**src/rtl/mem_access.sv**
```systemverilog
// RV32I memory stage: issues one req/ack bus access per load/store, aligns load data, registers write-back results.
// Latency: non-memory/faulting ops 1 cycle; memory ops ack+1 cycles; mem_stall holds upstream while BUSY.
module mem_access #(
  parameter int TIMEOUT_CYCLES = 255
) (
  input  logic        clk,
  input  logic        rst,
  input  logic        in_valid,
  input  logic [31:0] alu_result_in,
  input  logic [4:0]  rd_addr_in,
  input  logic        reg_enable_in,
  input  logic [31:0] store_data_in,
  input  logic        mem_we_in,
  input  logic        mem_re_in,
  input  logic [2:0]  func3_in,
  output logic        dbus_req,
  output logic        dbus_we,
  output logic [31:0] dbus_addr,
  output logic [31:0] dbus_wdata,
  output logic [3:0]  dbus_wstrb,
  input  logic        dbus_ack,
  input  logic [31:0] dbus_rdata,
  output logic        mem_stall,
  output logic        wb_valid,
  output logic [31:0] wb_data,
  output logic [4:0]  wb_rd_addr,
  output logic        wb_reg_enable,
  output logic        mem_fault
);

  typedef enum logic {IDLE, BUSY} state_t;

  localparam logic [15:0] LIMIT = 16'(TIMEOUT_CYCLES - 1);

  state_t      state_q, state_d;
  logic [15:0] cnt_q, cnt_d;
  logic [31:0] addr_q, addr_d;
  logic [2:0]  f3_q, f3_d;
  logic [4:0]  rd_q, rd_d;
  logic        en_q, en_d;
  logic        we_q, we_d;
  logic        req_q, req_d;
  logic        bwe_q, bwe_d;
  logic [31:0] baddr_q, baddr_d;
  logic [31:0] wdata_q, wdata_d;
  logic [3:0]  wstrb_q, wstrb_d;
  logic        wbv_q, wbv_d;
  logic [31:0] wbd_q, wbd_d;
  logic [4:0]  wbrd_q, wbrd_d;
  logic        wben_q, wben_d;
  logic        fault_q, fault_d;

  logic        is_mem;
  logic        bad_op;
  logic [31:0] lane_wdata;
  logic [3:0]  lane_wstrb;
  logic [31:0] rd_shift;
  logic [31:0] load_data;

  assign is_mem = mem_we_in | mem_re_in;

  always_comb begin
    bad_op = 1'b0;
    if (mem_we_in && mem_re_in) begin
      bad_op = 1'b1;
    end else if (mem_re_in) begin
      bad_op = !(func3_in inside {3'b000, 3'b001, 3'b010, 3'b100, 3'b101});
    end else if (mem_we_in) begin
      bad_op = !(func3_in inside {3'b000, 3'b001, 3'b010});
    end
    // Size comes from func3[1:0] for both loads and stores.
    if (func3_in[1:0] == 2'b01 && alu_result_in[0]) bad_op = 1'b1;
    if (func3_in[1:0] == 2'b10 && alu_result_in[1:0] != 2'b00) bad_op = 1'b1;
  end

  always_comb begin
    lane_wdata = store_data_in;
    lane_wstrb = 4'b1111;
    case (func3_in[1:0])
      2'b00: begin
        lane_wdata = {4{store_data_in[7:0]}};
        lane_wstrb = 4'b0001 << alu_result_in[1:0];
      end
      2'b01: begin
        lane_wdata = {2{store_data_in[15:0]}};
        lane_wstrb = 4'b0011 << {alu_result_in[1], 1'b0};
      end
      default: ;
    endcase
  end

  assign rd_shift = dbus_rdata >> {addr_q[1:0], 3'b000};

  always_comb begin
    case (f3_q)
      3'b000:  load_data = {{24{rd_shift[7]}}, rd_shift[7:0]};
      3'b001:  load_data = {{16{rd_shift[15]}}, rd_shift[15:0]};
      3'b100:  load_data = {24'b0, rd_shift[7:0]};
      3'b101:  load_data = {16'b0, rd_shift[15:0]};
      default: load_data = rd_shift;
    endcase
  end

  always_comb begin
    state_d = state_q;
    cnt_d   = cnt_q;
    addr_d  = addr_q;
    f3_d    = f3_q;
    rd_d    = rd_q;
    en_d    = en_q;
    we_d    = we_q;
    req_d   = req_q;
    bwe_d   = bwe_q;
    baddr_d = baddr_q;
    wdata_d = wdata_q;
    wstrb_d = wstrb_q;
    wbv_d   = 1'b0;
    wbd_d   = wbd_q;
    wbrd_d  = wbrd_q;
    wben_d  = wben_q;
    fault_d = 1'b0;
    case (state_q)
      IDLE: begin
        if (in_valid) begin
          if (!is_mem) begin
            wbv_d  = 1'b1;
            wbd_d  = alu_result_in;
            wbrd_d = rd_addr_in;
            wben_d = reg_enable_in;
          end else if (bad_op) begin
            wbv_d   = 1'b1;
            fault_d = 1'b1;
            wbrd_d  = rd_addr_in;
            wben_d  = 1'b0;
          end else begin
            state_d = BUSY;
            cnt_d   = 16'd0;
            addr_d  = alu_result_in;
            f3_d    = func3_in;
            rd_d    = rd_addr_in;
            en_d    = reg_enable_in;
            we_d    = mem_we_in;
            req_d   = 1'b1;
            bwe_d   = mem_we_in;
            baddr_d = {alu_result_in[31:2], 2'b00};
            wdata_d = lane_wdata;
            wstrb_d = mem_we_in ? lane_wstrb : 4'b0000;
          end
        end
      end
      BUSY: begin
        cnt_d = cnt_q + 16'd1;
        // Ack takes priority over the timeout limit in the same cycle.
        if (dbus_ack) begin
          state_d = IDLE;
          req_d   = 1'b0;
          wbv_d   = 1'b1;
          wbrd_d  = rd_q;
          wbd_d   = we_q ? addr_q : load_data;
          wben_d  = we_q ? 1'b0 : en_q;
        end else if (cnt_q == LIMIT) begin
          state_d = IDLE;
          req_d   = 1'b0;
          wbv_d   = 1'b1;
          fault_d = 1'b1;
          wbrd_d  = rd_q;
          wben_d  = 1'b0;
        end
      end
      default: state_d = IDLE;
    endcase
  end

  always_ff @(posedge clk) begin
    if (rst) begin
      state_q <= IDLE;
      cnt_q   <= '0;
      addr_q  <= '0;
      f3_q    <= '0;
      rd_q    <= '0;
      en_q    <= 1'b0;
      we_q    <= 1'b0;
      req_q   <= 1'b0;
      bwe_q   <= 1'b0;
      baddr_q <= '0;
      wdata_q <= '0;
      wstrb_q <= '0;
      wbv_q   <= 1'b0;
      wbd_q   <= '0;
      wbrd_q  <= '0;
      wben_q  <= 1'b0;
      fault_q <= 1'b0;
    end else begin
      state_q <= state_d;
      cnt_q   <= cnt_d;
      addr_q  <= addr_d;
      f3_q    <= f3_d;
      rd_q    <= rd_d;
      en_q    <= en_d;
      we_q    <= we_d;
      req_q   <= req_d;
      bwe_q   <= bwe_d;
      baddr_q <= baddr_d;
      wdata_q <= wdata_d;
      wstrb_q <= wstrb_d;
      wbv_q   <= wbv_d;
      wbd_q   <= wbd_d;
      wbrd_q  <= wbrd_d;
      wben_q  <= wben_d;
      fault_q <= fault_d;
    end
  end

  assign mem_stall     = (state_q == BUSY);
  assign dbus_req      = req_q;
  assign dbus_we       = bwe_q;
  assign dbus_addr     = baddr_q;
  assign dbus_wdata    = wdata_q;
  assign dbus_wstrb    = wstrb_q;
  assign wb_valid      = wbv_q;
  assign wb_data       = wbd_q;
  assign wb_rd_addr    = wbrd_q;
  assign wb_reg_enable = wben_q;
  assign mem_fault     = fault_q;

endmodule

```
**config.mk**
```make
export PLATFORM = sky130hd
export DESIGN_NAME = mem_access
export DESIGN_NICKNAME = d
export VERILOG_FILES = /design/src/rtl/mem_access.sv
export SDC_FILE = /design/constraint.sdc
export NUM_CORES = 1
export LEC_CHECK = 0
export CAP_MARGIN = 20
export CORE_MARGIN = 5
export CORE_UTILIZATION = 47
export CTS_CLUSTER_SIZE = 40
export DETAILED_ROUTE_END_ITERATION = 8
export GPL_ROUTABILITY_DRIVEN = 0
export GPL_TIMING_DRIVEN = 0
export PLACE_DENSITY = 0.81
export RECOVER_POWER = 25
export SLEW_MARGIN = 25
export SYNTH_ARGS = -nofsm -noshare
export SYNTH_HDL_FRONTEND = slang
export SYNTH_SLANG_ARGS = --single-unit
```
**constraint.sdc**
```tcl
create_clock -name clk -period 2.66 [get_ports clk]
set_input_delay 0.532 -clock clk [delete_from_list [all_inputs] [get_ports clk]]
set_output_delay 0.532 -clock clk [all_outputs]
set_load 0.03 [all_outputs]
```
==> run metrics, run 1 <==
Seq/Total Area, Yosys 0.384; Synth Area per Inst 8.07 um^2; drt pass-1 iters 6; Final Worst Setup Slack 0.117 ns; Power Total 0.00567 W; Critical Path RT 2.90 ns; die area 17600 um^2; Distinct cells, synth 56; fraction of registers with async set/reset 0; number of setup buffers added after CTS 0; area of placed instances 9490 um^2; Post-Syn Area 7090 um^2; Total GRT Usage 0.279; Syn Inst Count 878; Sink Count 136; kind of cell adding the most delay to the critical path compound AO/OA/AOI/OAI gates; Tcrit/Tclk final 0.956; Num CTS Buffers 17; worst slack, placed -0.193 ns; Area growth, synth to finish 42.2%; largest net degree at the start of global routing 17; aggregate global routing overflow 0; # port buffers 217; yosys warns 0; CP Capture Type flip-flop; # Max-Cap Violations 0; WHS Path Cells 2; vias in the first global route 7339; Routed WL per cell 19.3 um; Setup violations, final 0; routed wire length 25.4 mm; ys flop type dfxtp_1; final hold vios 0; worst path buffer plus inverter count 2; reg2reg end wb_data[13]; die height 133 um; Slew Limit Headroom 0.307; CP Max Fanout 10; Final ANT Viol Nets 0; row cnt 44; Residual DRC 0; Worst setup SP type input pin; Yosys top cell by area dfxtp_1; # hold bufs at CTS 0; initial antenna violation count 0; worst path cell trace clkdlybuf4s50_1, buf_4, nor2_1, a21oi_1, a211oi_1, a221oi_1; Clock transition at path regs 0.06 ns; worst reg2reg setup slack 0.24 ns; Layout Cells excl Fill 1312; EDFF count, synth 0; HP Class flip-flop to flip-flop; post-cts sizing count 0; # H-tree levels 4; top-count cell post-synth nand2_1; via count 7681; run status complete, no violations; CTS tree yes; Clk Latency, worst-skew pair 0.42 ns; Placed Instances 1280; final max-slew violation count 0; Synth area leaders dfxtp_1 38%, nand2_1 9.5%, a21oi_1 7.5%, mux2i_1 6.2%, buf_4 5.0%; Synth top area share 0.384; Via density 5.85; fin nets 1228; Worst Skew 0.00635 ns; Post-synth top cells 180 x nand2_1, 136 x dfxtp_1, 106 x a21oi_1, 50 x nor2_1, 47 x buf_4; first-pass GRT wire length 39.4 mm; final HPWL from detailed placement 19.1 mm; clock buffer depth 2; Initial Util 0.484; Root Driver clkbuf_16; Final Cell Area 10100 um^2; worst slew pin tran 1.03 ns; flip-flop and latch count after synthesis 136; critical path class input pin to flip-flop; Die Width 133 um; Hold Crit Endpoint dbus_wdata[4]; DRT iter0 DRCs 892; launching point of the worst reg2reg path addr_q[0]; min-delay src dbus_wdata[4]; PwrDens 562 nW/um^2; minimum clock period 2.54 ns; I/O Pins 222; max frequency 0.393 GHz; share of post-route cells with drive strength above 1 0.100; Slowest-stage cell, CP a211oi_1; crit-path max cell delay 0.87 ns; Critical Path AT 2.79 ns; ant diodes 0; RSZ-0062 raised after global routing no; Core ar. 14600 um^2; R2R depth 5; Leak 3.65 nW; worst vdd ir 0.000500 V; # fillers 1217
-- final cells by class --
cell class | instances | area, um^2 | area share
Buffer | 105 | 598 | 0.0594
Clock buffer | 21 | 460 | 0.0457
Clock inverter | 11 | 121 | 0.0120
Inverter | 8 | 30.0 | 0.00298
Multi-Input combinational cell | 630 | 3740 | 0.371
Sequential cell | 136 | 2720 | 0.270
Tap cell | 184 | 230 | 0.0228
Timing Repair Buffer | 217 | 2170 | 0.216
-- state kept, by name (all words and copies together), names as in the netlist, 3 cells and up --
signal	count
addr_q	32
dbus_wdata	32
wb_data	32
cnt_q	16
rd_q	5
wb_rd_addr	5
dbus_wstrb	4
f3_q	3
-- cell families (layout without fill, tap and decap cells) --
kind of cell	after synthesis	count (layout)	synth area share
XOR/XNOR	1	1	0.00124
adder cells (fa/ha/maj)	2	2	0.00353
buffers and inverters	113	362	0.0886
AO/OA/AOI/OAI	262	262	0.240
flip-flops	136	136	0.384
multiplexers	52	52	0.0844
AND/OR/NAND/NOR	311	311	0.198
other	1	2	0.000529
-- through the flow --
| step | utilization | hold slack, ns | TNS [ns] |
|---|---|---|---|
| floorplan | - | 0.432 | 0 |
| global placement | 0.648 | 0.438 | -3.48 |
| detailed placement | 0.648 | 0.445 | -4.42 |
| CTS | 0.688 | 0.451 | 0 |
| global route | 0.688 | 0.460 | 0 |
| finish | 0.688 | 0.446 | 0 |
-- layout by cell type, fill, tap and decap left out, types with 17 or more instances in the layout --
| cell type | synthesis | layout |
|---|---|---|
| a221oi_1 | 23 | 23 |
| nand3b_1 | 26 | 26 |
| nand2_1 | 180 | 180 |
| mux2i_1 | 44 | 44 |
| o21ai_0 | 35 | 35 |
| nor2_1 | 50 | 50 |
| dlygate4sd3_1 | 0 | 60 |
| buf_4 | 47 | 47 |
| clkbuf_16 | 0 | 17 |
| clkbuf_1 | 38 | 40 |
| clkdlybuf4s50_1 | 0 | 157 |
| a21oi_1 | 106 | 106 |
| dfxtp_1 | 136 | 136 |
| o211ai_1 | 29 | 29 |
-- worst max path at each step --
stage / from / endpoint / slack, ns / cells after the start
4_1_cts: mem_we_in / wb_data[29] / 0.23 / 7
3_5_place_dp: mem_we_in / wb_data[9] / -0.19 / 6
2_1_floorplan: func3_in[0] / wb_rd_addr[3] / 0.61 / 7
6_report: mem_we_in / wb_data[13] / 0.12 / 6
3_3_place_gp: mem_we_in / wb_data[28] / -0.15 / 7
5_1_grt: alu_result_in[0] / en_q / 0.05 / 7
-- worst register-to-register path: cells and delay by family, from the launching register on --
kind	cells	cell delay (ns)
compound gates	2	1.07
buf+inv	2	0.48
mux	1	0.37
flops	1	0.31
-- report_power, final --
part | switching (W) | internal (W)
registers | 0.0000561 | 0.00213
clock network | 0.000924 | 0.00143
logic | 0.000648 | 0.000481
total | 0.00163 | 0.00404
-- metal layers --
layer	part of all wire	routed length, um	global-route usage
met1	0.41	10500	0.363
met2	0.47	11900	0.451
met3	0.086	2180	0.0680
met4	0.031	780	0.0999
met5	0	0	0
Note: power is estimated with default switching activity, not from simulation.
==> run 2: changes to the inputs <==
--- a/config.mk
+++ b/config.mk
@@ -6,12 +6,14 @@
 export NUM_CORES = 1
 export LEC_CHECK = 0
 export CAP_MARGIN = 20
-export CORE_MARGIN = 5
+export CORE_MARGIN = 2
 export CORE_UTILIZATION = 47
+export CTS_CLUSTER_DIAMETER = 30
 export CTS_CLUSTER_SIZE = 40
 export DETAILED_ROUTE_END_ITERATION = 8
 export GPL_ROUTABILITY_DRIVEN = 0
 export GPL_TIMING_DRIVEN = 0
+export HOLD_SLACK_MARGIN = 0.15
 export PLACE_DENSITY = 0.81
 export RECOVER_POWER = 25
 export SLEW_MARGIN = 25
==> run 2 against run 1 <==
Against the previous run:
- die area down 8.8%
- sequential power about the same
- cell count unchanged
- clock skew about the same
- first-iteration DRC count down 11%
- fmax down 2.1%
- utilization up 0.37 points
- worst setup slack worse by 0.054 ns
- critical endpoint is now wb_data[9]
- largest power group unchanged
==> run metrics, run 2 (synthesis gave the netlist of run 1 again) <==
Area growth, synth to finish 42.9%; ant diodes 0 (unchanged); run status complete, no violations; # hold bufs at CTS 0 (unchanged); Net Sw Frac 0.275 (-0.0119); Clk Latency, worst-skew pair 0.42 ns (about the same); worst path cell trace clkdlybuf4s50_1, buf_4, nor2_1, a21oi_1, a211oi_1, a221oi_1; Critical Path AT 2.84 ns (+0.05 ns); Total GRT Usage 0.298 (+0.0190); Placed Instances 1280 (unchanged); final max-slew violation count 0 (unchanged); Pint 0.00427 W (+5.7%); Final Util 0.692 (+0.00367); min-delay src dbus_wdata[6]; largest net degree at the start of global routing 17 (unchanged); Critical Path RT 2.91 ns (about the same); Tcrit/Tclk final 0.976 (+0.0204); fin nets 1228 (unchanged); Clock power frac 0.437 (+0.022); CP Capture Type flip-flop; die area 16100 um^2 (-8.8%); max frequency 0.385 GHz (-2.1%); # port buffers 217 (unchanged); routed wire length 24.7 mm (-2.7%); Num CTS Buffers 17 (unchanged); Sink Count 136 (unchanged); logic gate share of total power 0.192 (-0.007); CTS tree yes; Seq pwr share 0.371 (-0.015); # Max-Cap Violations 0 (unchanged); Final ANT Viol Nets 0 (unchanged); initial antenna violation count 0 (unchanged); worst path buffer plus inverter count 2 (unchanged); RSZ-0062 raised after global routing no; kind of cell adding the most delay to the critical path compound AO/OA/AOI/OAI gates; Slowest-stage cell, CP a211oi_1; aggregate global routing overflow 0 (unchanged); critical path class input pin to flip-flop; PwrDens 582 nW/um^2 (+3.4%); minimum clock period 2.60 ns (+0.0542 ns); Worst setup SP type input pin; HP Class flip-flop to flip-flop; Die Width 127 um (-4.5%); Via density 5.89 (+0.65%); number of setup buffers added after CTS 0 (unchanged); Routed WL per cell 18.8 um (-2.7%); Slew Limit Headroom 0.246 (-0.0610); Residual DRC 0 (unchanged); CP Max Fanout 10 (unchanged); DRT iter0 DRCs 790 (-11%); commonest non-fill, non-tap cell in the layout nand2_1; clock buffer depth 2 (unchanged); final HPWL from detailed placement 18.1 mm (-5.3%); Initial Util 0.484 (unchanged); drt pass-1 iters 5 (-1); post-cts sizing count 0 (unchanged); share of post-route cells with drive strength above 1 0.100 (unchanged); reg2reg end wb_data[9]; Clock transition at path regs 0.06 ns (about the same); worst reg2reg setup slack 0.21 ns (-0.03 ns); most frequent cells in the layout 180 x nand2_1, 157 x clkdlybuf4s50_1, 136 x dfxtp_1; Core ar. 14600 um^2 (unchanged); Sw Pwr 0.00162 W (-0.34%); worst vdd ir 0.000476 V (-4.8%); launching point of the worst reg2reg path addr_q[0]; I/O Pins 222 (unchanged); Hold Crit Endpoint dbus_wdata[6]; crit-path max cell delay 0.94 ns (+0.07 ns); final hold vios 0 (unchanged); row cnt 44 (unchanged); Layout Cells excl Fill 1312 (unchanged); vias in the first global route 7208 (-1.8%); worst slew pin tran 1.12 ns (+0.0909 ns); # H-tree levels 4 (unchanged); Setup violations, final 0 (unchanged); die height 127 um (-4.5%); WHS Path Cells 2 (unchanged); Root Driver clkbuf_16; first-pass GRT wire length 38.2 mm (-3.2%); Leak 3.68 nW (+0.65%); Worst Skew 0.00661 ns (+0.000265 ns); R2R depth 5 (unchanged); via count 7731 (+0.65%)
-- run 2: cell count changes in the layout (fill, tap and decap cells not counted) --
cell       before  now
clkinv_4        1    2
inv_6           2    0
bufinv_16       2    5
clkbuf_8        2    0
-- run 2: per-stage QoR --
step | setup TNS, ns | setup WS (ns) | power (W) | hold WS (ns) | area [um^2]
CTS | 0 | 0.200 | 0.00590 | 0.456 | 10100
detailed placement | -4.18 | -0.177 | 0.00335 | 0.446 | 9490
finish | 0 | 0.0628 | 0.00589 | 0.449 | 10100
global route | 0 | 0.0374 | 0.00606 | 0.471 | 10100
global placement | -2.63 | -0.141 | 0.00334 | 0.439 | 9490
floorplan | 0 | 0.615 | 0.00284 | 0.432 | 7090
-- run 2: worst max path at each step --
stage                     cells past startpoint   startpoint       endpoint  slack [ns]
after detailed placement                      7    mem_we_in    wb_data[28]       -0.18
after global placement                        6    mem_we_in    wb_data[10]       -0.14
after CTS                                     6    mem_we_in    wb_data[11]        0.20
after global routing                          7    mem_we_in    wb_data[29]        0.04
final                                         6    mem_we_in     wb_data[9]        0.06
after floorplan                               7  func3_in[0]  wb_rd_addr[3]        0.61
-- run 2: power by group through the flow --
stage	clock, W	sequential, W	combinational, W
3_5_place_dp	0	0.00223	0.00112
2_1_floorplan	0	0.00235	0.000491
4_1_cts	0.00257	0.00219	0.00114
3_3_place_gp	0	0.00223	0.00112
6_report	0.00257	0.00219	0.00113
5_1_grt	0.00267	0.00220	0.00120
-- run 2: tightest hold or removal path, stage by stage (launching register included) --
cell	delay, ns
dfxtp_1	0.30
nand2_1	0.05
a21oi_1	0.05
-- run 2: cell type report --
type | count | area, um^2
Sequential cell | 136 | 2720
Timing Repair Buffer | 217 | 2170
Clock inverter | 13 | 203
Buffer | 105 | 598
Multi-Input combinational cell | 630 | 3740
Fill cell | 1210 | 4510
Tap cell | 184 | 230
Clock buffer | 19 | 433
Inverter | 8 | 30.0
-- run 2: layer usage --
layer / track usage / wire [um]
met2: 0.474 / 11600
met3: 0.0713 / 2310
met1: 0.398 / 10100
met5: 0 / 0
met4: 0.0995 / 579
